File: config.mk
export PLATFORM = sky130hd
export DESIGN_NAME = rr_grant_arbiter
export DESIGN_NICKNAME = d
export VERILOG_FILES = /design/src/rtl/mux_pkg.sv /design/src/rtl/rr_prio_enc.sv /design/src/rtl/rr_grant_arbiter.sv
export SDC_FILE = /design/constraint.sdc
export NUM_CORES = 1
export LEC_CHECK = 0
export CORE_MARGIN = 3
export CORE_UTILIZATION = 55
export CTS_BUF_LIST = sky130_fd_sc_hd__clkbuf_4 sky130_fd_sc_hd__clkbuf_8
export DETAILED_ROUTE_END_ITERATION = 6
export MAX_ROUTING_LAYER = met4
export PLACE_DENSITY = 0.85
export SYNTH_ARGS = -nofsm -noshare
export SYNTH_HDL_FRONTEND = slang
export SYNTH_SLANG_ARGS = --single-unit
File: constraint.sdc
create_clock -name clk -period 3.05 [get_ports clk]
set_input_delay 0.61 -clock clk [delete_from_list [all_inputs] [get_ports clk]]
set_output_delay 0.61 -clock clk [all_outputs]
set_load 0.05 [all_outputs]
File: src/rtl/mux_pkg.sv
// Shared definitions for the mux-select arbitration path: arbiter state
// encoding, default sizing and the rotation-pointer mask helper.
package mux_pkg;

    typedef enum logic [0:0] {
        IDLE  = 1'b0,
        GRANT = 1'b1
    } arb_state_e;

    localparam int DEF_WIDTH    = 8;
    localparam int DEF_MAX_HOLD = 16;

    // Widest request vector the mask helper can describe.
    localparam int MASK_W = 64;

    // Thermometer mask with every bit at or above ptr set; callers size-cast
    // the result down to their own request width.
    function automatic logic [MASK_W-1:0] ptr_mask(input logic [31:0] ptr);
        logic [MASK_W-1:0] mask;
        mask = {MASK_W{1'b0}};
        for (int i = 0; i < MASK_W; i++) begin
            mask[i] = (32'(i) >= ptr) ? 1'b1 : 1'b0;
        end
        return mask;
    endfunction

endpackage

File: src/rtl/rr_prio_enc.sv
// Combinational lowest-set-bit encoder. idx is 0 when the vector is empty;
// zero flags that case so the caller can ignore idx.
module rr_prio_enc
    import mux_pkg::*;
#(
    parameter int WIDTH = DEF_WIDTH,
    parameter int IDX_W = $clog2(WIDTH)
) (
    input  logic [WIDTH-1:0] req,
    output logic [IDX_W-1:0] idx,
    output logic             zero
);

    // Scan from the top so the last hit written is the lowest set index.
    always_comb begin
        idx = {IDX_W{1'b0}};
        for (int i = WIDTH - 1; i >= 0; i--) begin
            idx = req[i] ? IDX_W'(i) : idx;
        end
        zero = ~|req;
    end

endmodule

File: src/rtl/rr_grant_arbiter.sv
// Registered round-robin arbiter feeding the mux datapath select. A grant is
// held until its owner drops the request, or until MAX_HOLD consecutive
// cycles have elapsed while someone else is waiting. Every output is a flop.
module rr_grant_arbiter
    import mux_pkg::*;
#(
    parameter int WIDTH    = DEF_WIDTH,
    parameter int IDX_W    = $clog2(WIDTH),
    parameter int MAX_HOLD = DEF_MAX_HOLD,
    parameter int CNT_W    = $clog2(MAX_HOLD + 1)
) (
    input  logic             clk,
    input  logic             rst_n,
    input  logic [WIDTH-1:0] in_req,
    output logic [WIDTH-1:0] o_grant,
    output logic [IDX_W-1:0] o_grant_idx,
    output logic             o_grant_vld,
    output logic             o_empty
);

    // With preemption disabled CNT_W collapses to zero; keep one bit so the
    // counter stays a legal (constant-zero) register.
    localparam int                CNT_IW    = (CNT_W > 0) ? CNT_W : 1;
    localparam logic [CNT_IW-1:0] HOLD_LAST = CNT_IW'((MAX_HOLD > 0) ? MAX_HOLD - 1 : 0);
    localparam logic [CNT_IW-1:0] CNT_ONE   = CNT_IW'(1);
    localparam logic [IDX_W-1:0]  IDX_LAST  = IDX_W'(WIDTH - 1);
    localparam logic [IDX_W-1:0]  IDX_ONE   = IDX_W'(1);
    localparam logic [WIDTH-1:0]  BIT0      = WIDTH'(1);

    arb_state_e        state_r, state_s;
    logic [IDX_W-1:0]  ptr_r, ptr_s;
    logic [CNT_IW-1:0] hold_cnt_r, hold_cnt_s;
    logic [WIDTH-1:0]  grant_r, grant_s;
    logic [IDX_W-1:0]  grant_idx_r, grant_idx_s;
    logic              grant_vld_r, grant_vld_s;
    logic              empty_r, empty_s;

    logic [WIDTH-1:0]  cand_s;
    logic [WIDTH-1:0]  masked_s;
    logic [IDX_W-1:0]  masked_idx_s, raw_idx_s, win_idx_s, win_ptr_s;
    logic              masked_zero_s, raw_zero_s;
    logic [WIDTH-1:0]  win_onehot_s;
    logic              owner_req_s, preempt_s;
    logic              issue_s, clear_s;

    // The current owner is excluded from the candidates: on release its bit is
    // already low, and on preemption it must not win against itself.
    assign cand_s   = in_req & ~grant_r;
    assign masked_s = cand_s & WIDTH'(ptr_mask(32'(ptr_r)));

    rr_prio_enc #(.WIDTH(WIDTH), .IDX_W(IDX_W)) u_enc_masked (
        .req  (masked_s),
        .idx  (masked_idx_s),
        .zero (masked_zero_s)
    );

    rr_prio_enc #(.WIDTH(WIDTH), .IDX_W(IDX_W)) u_enc_raw (
        .req  (cand_s),
        .idx  (raw_idx_s),
        .zero (raw_zero_s)
    );

    // Nothing at or above ptr means the search wraps to the lowest requester.
    assign win_idx_s    = masked_zero_s ? raw_idx_s : masked_idx_s;
    assign win_onehot_s = BIT0 << win_idx_s;
    assign win_ptr_s    = (win_idx_s == IDX_LAST) ? {IDX_W{1'b0}} : (win_idx_s + IDX_ONE);

    assign owner_req_s = |(in_req & grant_r);
    assign preempt_s   = (MAX_HOLD != 0) && owner_req_s && !raw_zero_s &&
                         (hold_cnt_r == HOLD_LAST);

    // Next-state: decide whether to issue a fresh grant, clear, or hold.
    always_comb begin
        state_s     = state_r;
        ptr_s       = ptr_r;
        hold_cnt_s  = hold_cnt_r;
        grant_s     = grant_r;
        grant_idx_s = grant_idx_r;
        grant_vld_s = grant_vld_r;
        issue_s     = 1'b0;
        clear_s     = 1'b0;

        case (state_r)
            IDLE: begin
                if (!raw_zero_s) begin
                    issue_s = 1'b1;
                end else begin
                    clear_s = 1'b1;
                end
            end
            GRANT: begin
                if (owner_req_s) begin
                    if (preempt_s) begin
                        issue_s = 1'b1;
                    end else if (hold_cnt_r != HOLD_LAST) begin
                        hold_cnt_s = hold_cnt_r + CNT_ONE;
                    end else begin
                        // Saturated: a late arrival preempts at the next edge.
                        hold_cnt_s = hold_cnt_r;
                    end
                end else if (!raw_zero_s) begin
                    issue_s = 1'b1;
                end else begin
                    clear_s = 1'b1;
                end
            end
            default: begin
                clear_s = 1'b1;
            end
        endcase

        if (issue_s) begin
            state_s     = GRANT;
            grant_s     = win_onehot_s;
            grant_idx_s = win_idx_s;
            grant_vld_s = 1'b1;
            ptr_s       = win_ptr_s;
            hold_cnt_s  = {CNT_IW{1'b0}};
        end else if (clear_s) begin
            state_s     = IDLE;
            grant_s     = {WIDTH{1'b0}};
            grant_idx_s = {IDX_W{1'b0}};
            grant_vld_s = 1'b0;
            hold_cnt_s  = {CNT_IW{1'b0}};
        end else begin
            state_s = state_r;
        end

        empty_s = ~grant_vld_s & ~|in_req;
    end

    // State and output registers; reset leaves an idle, empty arbiter.
    always_ff @(posedge clk or negedge rst_n) begin
        if (!rst_n) begin
            state_r     <= IDLE;
            ptr_r       <= {IDX_W{1'b0}};
            hold_cnt_r  <= {CNT_IW{1'b0}};
            grant_r     <= {WIDTH{1'b0}};
            grant_idx_r <= {IDX_W{1'b0}};
            grant_vld_r <= 1'b0;
            empty_r     <= 1'b1;
        end else begin
            state_r     <= state_s;
            ptr_r       <= ptr_s;
            hold_cnt_r  <= hold_cnt_s;
            grant_r     <= grant_s;
            grant_idx_r <= grant_idx_s;
            grant_vld_r <= grant_vld_s;
            empty_r     <= empty_s;
        end
    end

    assign o_grant     = grant_r;
    assign o_grant_idx = grant_idx_r;
    assign o_grant_vld = grant_vld_r;
    assign o_empty     = empty_r;

endmodule
* Word level (Yosys, flattened, before mapping)
Index checks and enable logic that the tools add are counted.
Storage, ports and cells: register bits after elaboration 22, bits in latches 0, memory bits (writable) 0, bits in read-only memories 0, output and inout bits 13, logic and storage cells 86, memories kept 0
Cells by class: add/sub/neg operators 2, multipliers 0, divide/modulo/power cells 0, magnitude comparators 7, eq/ne operators 4, shifts and indexed selects 1, multiplexer cells 46, bitwise logic cells 7, reductions and logical operators 12
Operators by type and width (count):
- $mux 3 | 20
- $reduce_or 8->1 | 4
- $mux 5 | 6
- $and 8x8->8 | 3
- $mux 1 | 16
- $mux 8 | 2
- $ge 3x3->1 const A | 3
- $reduce_bool 3->1 | 3
- $not 8->8 | 1
- $shl 1x3->8 const A | 1
- $ge 1x3->1 const A | 2
- $ge 2x3->1 const A | 2
- $add 5x1->5 const B | 1
- $eq 5x4->1 const B | 1
- $ne 5x4->1 const B | 1
- $pmux 1 s2 | 2
- $reduce_and 4->1 | 1
- $add 3x1->3 const B | 1
- $eq 3x3->1 const B | 1
- $ne 3x1->1 const B | 1
- $logic_and 1x1->1 | 2
- $not 1->1 | 2
- $reduce_bool 2->1 | 1
- $and 1x1->1 | 1
- $logic_not 1->1 | 1

* Logic depth before layout (Yosys ltp)
depth in word-level cells 14, mapped depth 10

* Modules after synthesis
From an unflattened synthesis, not the netlist that was laid out.
Second synthesis, totals: cells, all modules 140, area total of the unflattened synthesis 1412.6 µm²
Modules (own cells, without submodules):
- rr_grant_arbiter | instances 1, cells an instance 110, area an instance 1242.4 µm²
- rr_prio_enc | instances 2, cells an instance 15, area an instance 85.1 µm²

* Least setup slack after synthesis
No wires, ideal clock.
path type register to register, start point register grant_r[0], in the netlist o_grant[0], end point register ptr_r[2], data arrival time 2.404 ns, slack 0.522 ns, cell stages (with the launch flop) 10, cells stage by stage dfrtp_1 > nand2b_1 > nor4_2 > or3_1 > o22ai_1 > a41oi_2 > inv_1 > ha_1 > ha_1 > mux2_2
RTL lines:
- from (decl) | line rr_grant_arbiter.sv:33 | logic [WIDTH-1:0] grant_r, grant_s;
- from (signal assigned) | line rr_grant_arbiter.sv:138 | grant_r <= {WIDTH{1'b0}};
- from (signal assigned) | line rr_grant_arbiter.sv:146 | grant_r <= grant_s;
- $not 8->8 * | line rr_grant_arbiter.sv:48 | assign cand_s = in_req & ~grant_r;
- $and 8x8->8 * | line rr_grant_arbiter.sv:48
- $and 8x8->8 | line rr_grant_arbiter.sv:49 | assign masked_s = cand_s & WIDTH'(ptr_mask(32'(ptr_r)));
- $reduce_or 8->1 or $mux 3 (tied branches) | line rr_prio_enc.sv:20, rr_prio_enc.sv:18
- $mux 3 * | line rr_grant_arbiter.sv:64 | assign win_idx_s = masked_zero_s ? raw_idx_s : masked_idx_s;
- $add 3x1->3 or $eq 3x3->1 (tied branches) | line rr_grant_arbiter.sv:66 | assign win_ptr_s = (win_idx_s == IDX_LAST) ? {IDX_W{1'b0}} : (win_idx_s + IDX_ONE);
- $mux 3 * | line rr_grant_arbiter.sv:66
- net win_ptr_s[2] | line rr_grant_arbiter.sv:40 | logic [IDX_W-1:0] masked_idx_s, raw_idx_s, win_idx_s, win_ptr_s;
- to (signal assigned) | line rr_grant_arbiter.sv:136 | ptr_r <= {IDX_W{1'b0}};
- to (signal assigned) | line rr_grant_arbiter.sv:144 | ptr_r <= ptr_s;
- to (decl) | line rr_grant_arbiter.sv:31 | logic [IDX_W-1:0] ptr_r, ptr_s;
The timed path passes the listed nets; every way through them passes the cells marked *. A chain may end at the register's enable or synchronous reset.

* Worst setup path in the final report
start point input port in_req[1], end point register ptr_r[2]
On the way: cells in the longest elaborated chain, start to end 7
Ends and longest elaborated chain:
- from (decl) | line rr_grant_arbiter.sv:14 | input logic [WIDTH-1:0] in_req,
- $and 8x8->8 * | line rr_grant_arbiter.sv:48
- $and 8x8->8 | line rr_grant_arbiter.sv:49
- $mux 3 (2 in series) | line rr_prio_enc.sv:18 | idx = req[i] ? IDX_W'(i) : idx;
- $mux 3 * | line rr_grant_arbiter.sv:64
- $add 3x1->3 or $eq 3x3->1 (tied branches) | line rr_grant_arbiter.sv:66
- $mux 3 * | line rr_grant_arbiter.sv:66
- net win_ptr_s[2] | line rr_grant_arbiter.sv:40
Marks and branches as above.

==> impl_metrics.env <==
export IMPL_hold_viol=0
export IMPL_critPathMaxFanout=4
export IMPL_synth_top_cell_by_area="dfrtp_1"
export IMPL_start_util_pct=60.5
export IMPL_power_share_clock_pct=13.0
export IMPL_combPwrFrac_pct=59.1
export IMPL_postSynthCellCount=130
export IMPL_synth_cell_types=53
export IMPL_start_kind="input port"
export IMPL_vias_per_cell=6.40
export IMPL_area_delta_synth_final_pct=21.0
export IMPL_fin_crit_ns=2.76
export IMPL_grt_use_total_pct=22.8
export IMPL_portBuffers=22
export IMPL_power_switching_mw=0.795
export IMPL_antenna_found_initial=0
export IMPL_maxCapViolations=0
export IMPL_routed_wl_um=3240
export IMPL_dp_cells=180
export IMPL_synth_flop_cell="dfrtp_1"
export IMPL_synth_top_area_share_pct=37.8
export IMPL_worst_setup_path_type="in2reg"
export IMPL_yosysSeqAreaShare_pct=39.7
export IMPL_numCtsBuffers=3
export IMPL_post_cts_setup_buffers=0
export IMPL_dr_wl_met3_um=278
export IMPL_met1_length_um=1410
export IMPL_core_um2=2300
export IMPL_grt_pass1_vias=1189
export IMPL_cts_resized=0
export IMPL_p_leak_nw=0.713
export IMPL_die_x_um=56.3
export IMPL_fmax_mhz=362
export IMPL_cp_data_arrival_time_ns=2.98
export IMPL_power_switching_share_pct=45.8
export IMPL_rows=17
export IMPL_slew_limit_headroom_pct=66.2
export IMPL_diodes=0
export IMPL_intPower_mw=0.941
export IMPL_crit_path_end_kind="flop"
export IMPL_avgSynthCellArea_um2=10.7
export IMPL_synth_most_common_cell="dfrtp_1"
export IMPL_routed_top_layer="met4"
export IMPL_finalCritPeriodShare_pct=90.6
export IMPL_grt_max_degree=23
export IMPL_cts_tree="yes"
export IMPL_vias=1177
export IMPL_ys_warn_count=0
export IMPL_irDropWorstVdd_mv=0.838
export IMPL_finalMaxSlewViolations=0
export IMPL_gp_congestion=0.938
export IMPL_async_flop_share_pct=100
export IMPL_setup_viol=0
export IMPL_drtPass1Iterations=4
export IMPL_synthTopCellsByCount="21 x dfrtp_1, 8 x ha_1, 7 x a32o_1, 7 x nand2_1, 7 x nor2_1"
export IMPL_layoutNonFillerInstCount=184
export IMPL_fp_dieH_um=56.3
export IMPL_synth_area_leaders="dfrtp_1 38%, ha_1 7.2%, a32o_1 5.0%, a22o_1 2.5%, nand2b_1 2.3%"
export IMPL_routedWlPerCell_um=17.6
export IMPL_syn_area_um2=1390
export IMPL_syn_nets=148
export IMPL_overflow=0
export IMPL_final_layout_size_suffix_gt1_share_pct=19.9
export IMPL_clock_latency_ns=0.32
export IMPL_ant_nets=0
export IMPL_synth_edf_count=0
export IMPL_drtIter0Drc=66
export IMPL_fin_skew_ns=0.0110
export IMPL_hp_class="reg2reg"
export IMPL_die_area_um2=3160
export IMPL_ctsHoldBuffers=0
export IMPL_p_per_area_nw_per_um2=1030
export IMPL_wl_met2_um=1460
export IMPL_nets=175
export IMPL_p_seq_share_pct=27.9
export IMPL_clockBufferDepth=2
export IMPL_tightest_slew_ns=0.506
export IMPL_cp_required_ns=3.27
export IMPL_io_pins=23
export IMPL_cts_num_sinks=22
export IMPL_grt_pass1_wl_um=5580
export IMPL_clk_pin_slew_ns=0.13
export IMPL_synth_seq_cells=22
export IMPL_fin_tns_setup_ns=0
export IMPL_outcome="finished, final reports clean"
export IMPL_htreeDepth=1
export IMPL_drc=0
export IMPL_clock_root_buffer="clkbuf_4"
export IMPL_hpwlAfterDp_um=2460
export IMPL_rsz0062_at_grt="no"
## path summary, 6_finish.rpt
| path | start | slack, ns | cells after the start | end |
|---|---|---|---|---|
| min in group asynchronous | rst_n | 0.63 | 2 | o_grant[3]$_DFFE_PN0P_ |
| hold / removal | o_grant_idx[0]$_DFFE_PN0P_ | 0.51 | 1 | o_grant_idx[0]$_DFFE_PN0P_ |
| setup / recovery | in_req[1] | 0.29 | 9 | ptr_r[2]$_DFFE_PN0P_ |
| setup reg to reg | o_grant[2]$_DFFE_PN0P_ | 0.59 | 9 | ptr_r[2]$_DFFE_PN0P_ |
| hold reg to reg | o_grant_idx[0]$_DFFE_PN0P_ | 0.51 | 1 | o_grant_idx[0]$_DFFE_PN0P_ |
| max in group asynchronous | rst_n | 2.15 | 2 | o_empty$_DFF_PN1_ |
## state kept, by name, indices dropped and copies added (netlist names)
register / count
ptr_r: 3
o_grant_vld: 1
hold_cnt_r: 5
o_grant: 8
o_empty: 1
state_r: 1
o_grant_idx: 3
## cell families after synthesis
family / after synthesis / synth area share [%]
and+or+nand+nor: 47 / 21.5
DFF: 22 / 39.7
buffers and inverters: 13 / 6.04
AOI/OAI and AO/OA: 35 / 21.5
adders and majority gates: 8 / 7.21
xor gates and xnor gates: 2 / 1.26
muxes: 3 / 2.70
## layer usage
layer	global-route usage (%)	vias up
met1	28.6	565
met2	36.6	58
met5	-	-
li1	-	541
met3	4.60	13
met4	8.47	0
## cell type report
class	instances	area, um^2
fill	167	617
clock inverter	1	30.0
tap	28	35.0
sequential	22	552
timing repair buffer	27	258
clock buffer	3	22.5
inverter	8	30.0
multi-input combinational	95	753
## cell usage in the layout (no fill, tap or decap), types with 3 or more instances in the layout
master	Yosys	layout
clkdlybuf4s50_1	0	22
dfrtp_1	21	21
ha_1	8	8
nor2_1	7	7
nand2_1	7	7
a32o_1	7	7
inv_1	6	6
nand2b_1	5	5
nor3_1	5	5
buf_4	1	5
a22oi_1	4	4
a22o_1	4	4
o21ai_0	3	3
clkbuf_4	0	3
## critical path, cell delays in order
cell             delay (ns)
clkdlybuf4s50_1        0.51
or2b_1                 0.29
nor3_1                 0.29
nor4_1                 0.13
a41oi_2                0.23
inv_1                  0.08
ha_1                   0.23
ha_1                   0.33
mux2_2                 0.28
## stage by stage
stage          total power [mW]  area (um^2)  setup WS [ns]  utilization, %  hold WS (ns)
3_5_place_dp               1.48         1630         0.0202            70.9         0.478
6_report                   1.74         1680          0.286            73.1         0.511
5_1_grt                    1.83         1680          0.207            73.1         0.541
4_1_cts                    1.72         1680          0.338            73.1         0.513
2_1_floorplan              1.24         1390          0.522               -         0.314
3_3_place_gp               1.44         1630          0.142            70.9         0.474
## power groups by stage
| stage | Combinational, mW | Sequential (mW) | Clock, mW |
|---|---|---|---|
| 2_1_floorplan | 0.616 | 0.622 | 0 |
| 3_5_place_dp | 0.998 | 0.485 | 0 |
| 3_3_place_gp | 0.959 | 0.478 | 0 |
| 5_1_grt | 1.10 | 0.497 | 0.239 |
| 4_1_cts | 1.01 | 0.480 | 0.227 |
| 6_report | 1.03 | 0.484 | 0.225 |
Note: power is estimated with default switching activity, not from simulation.
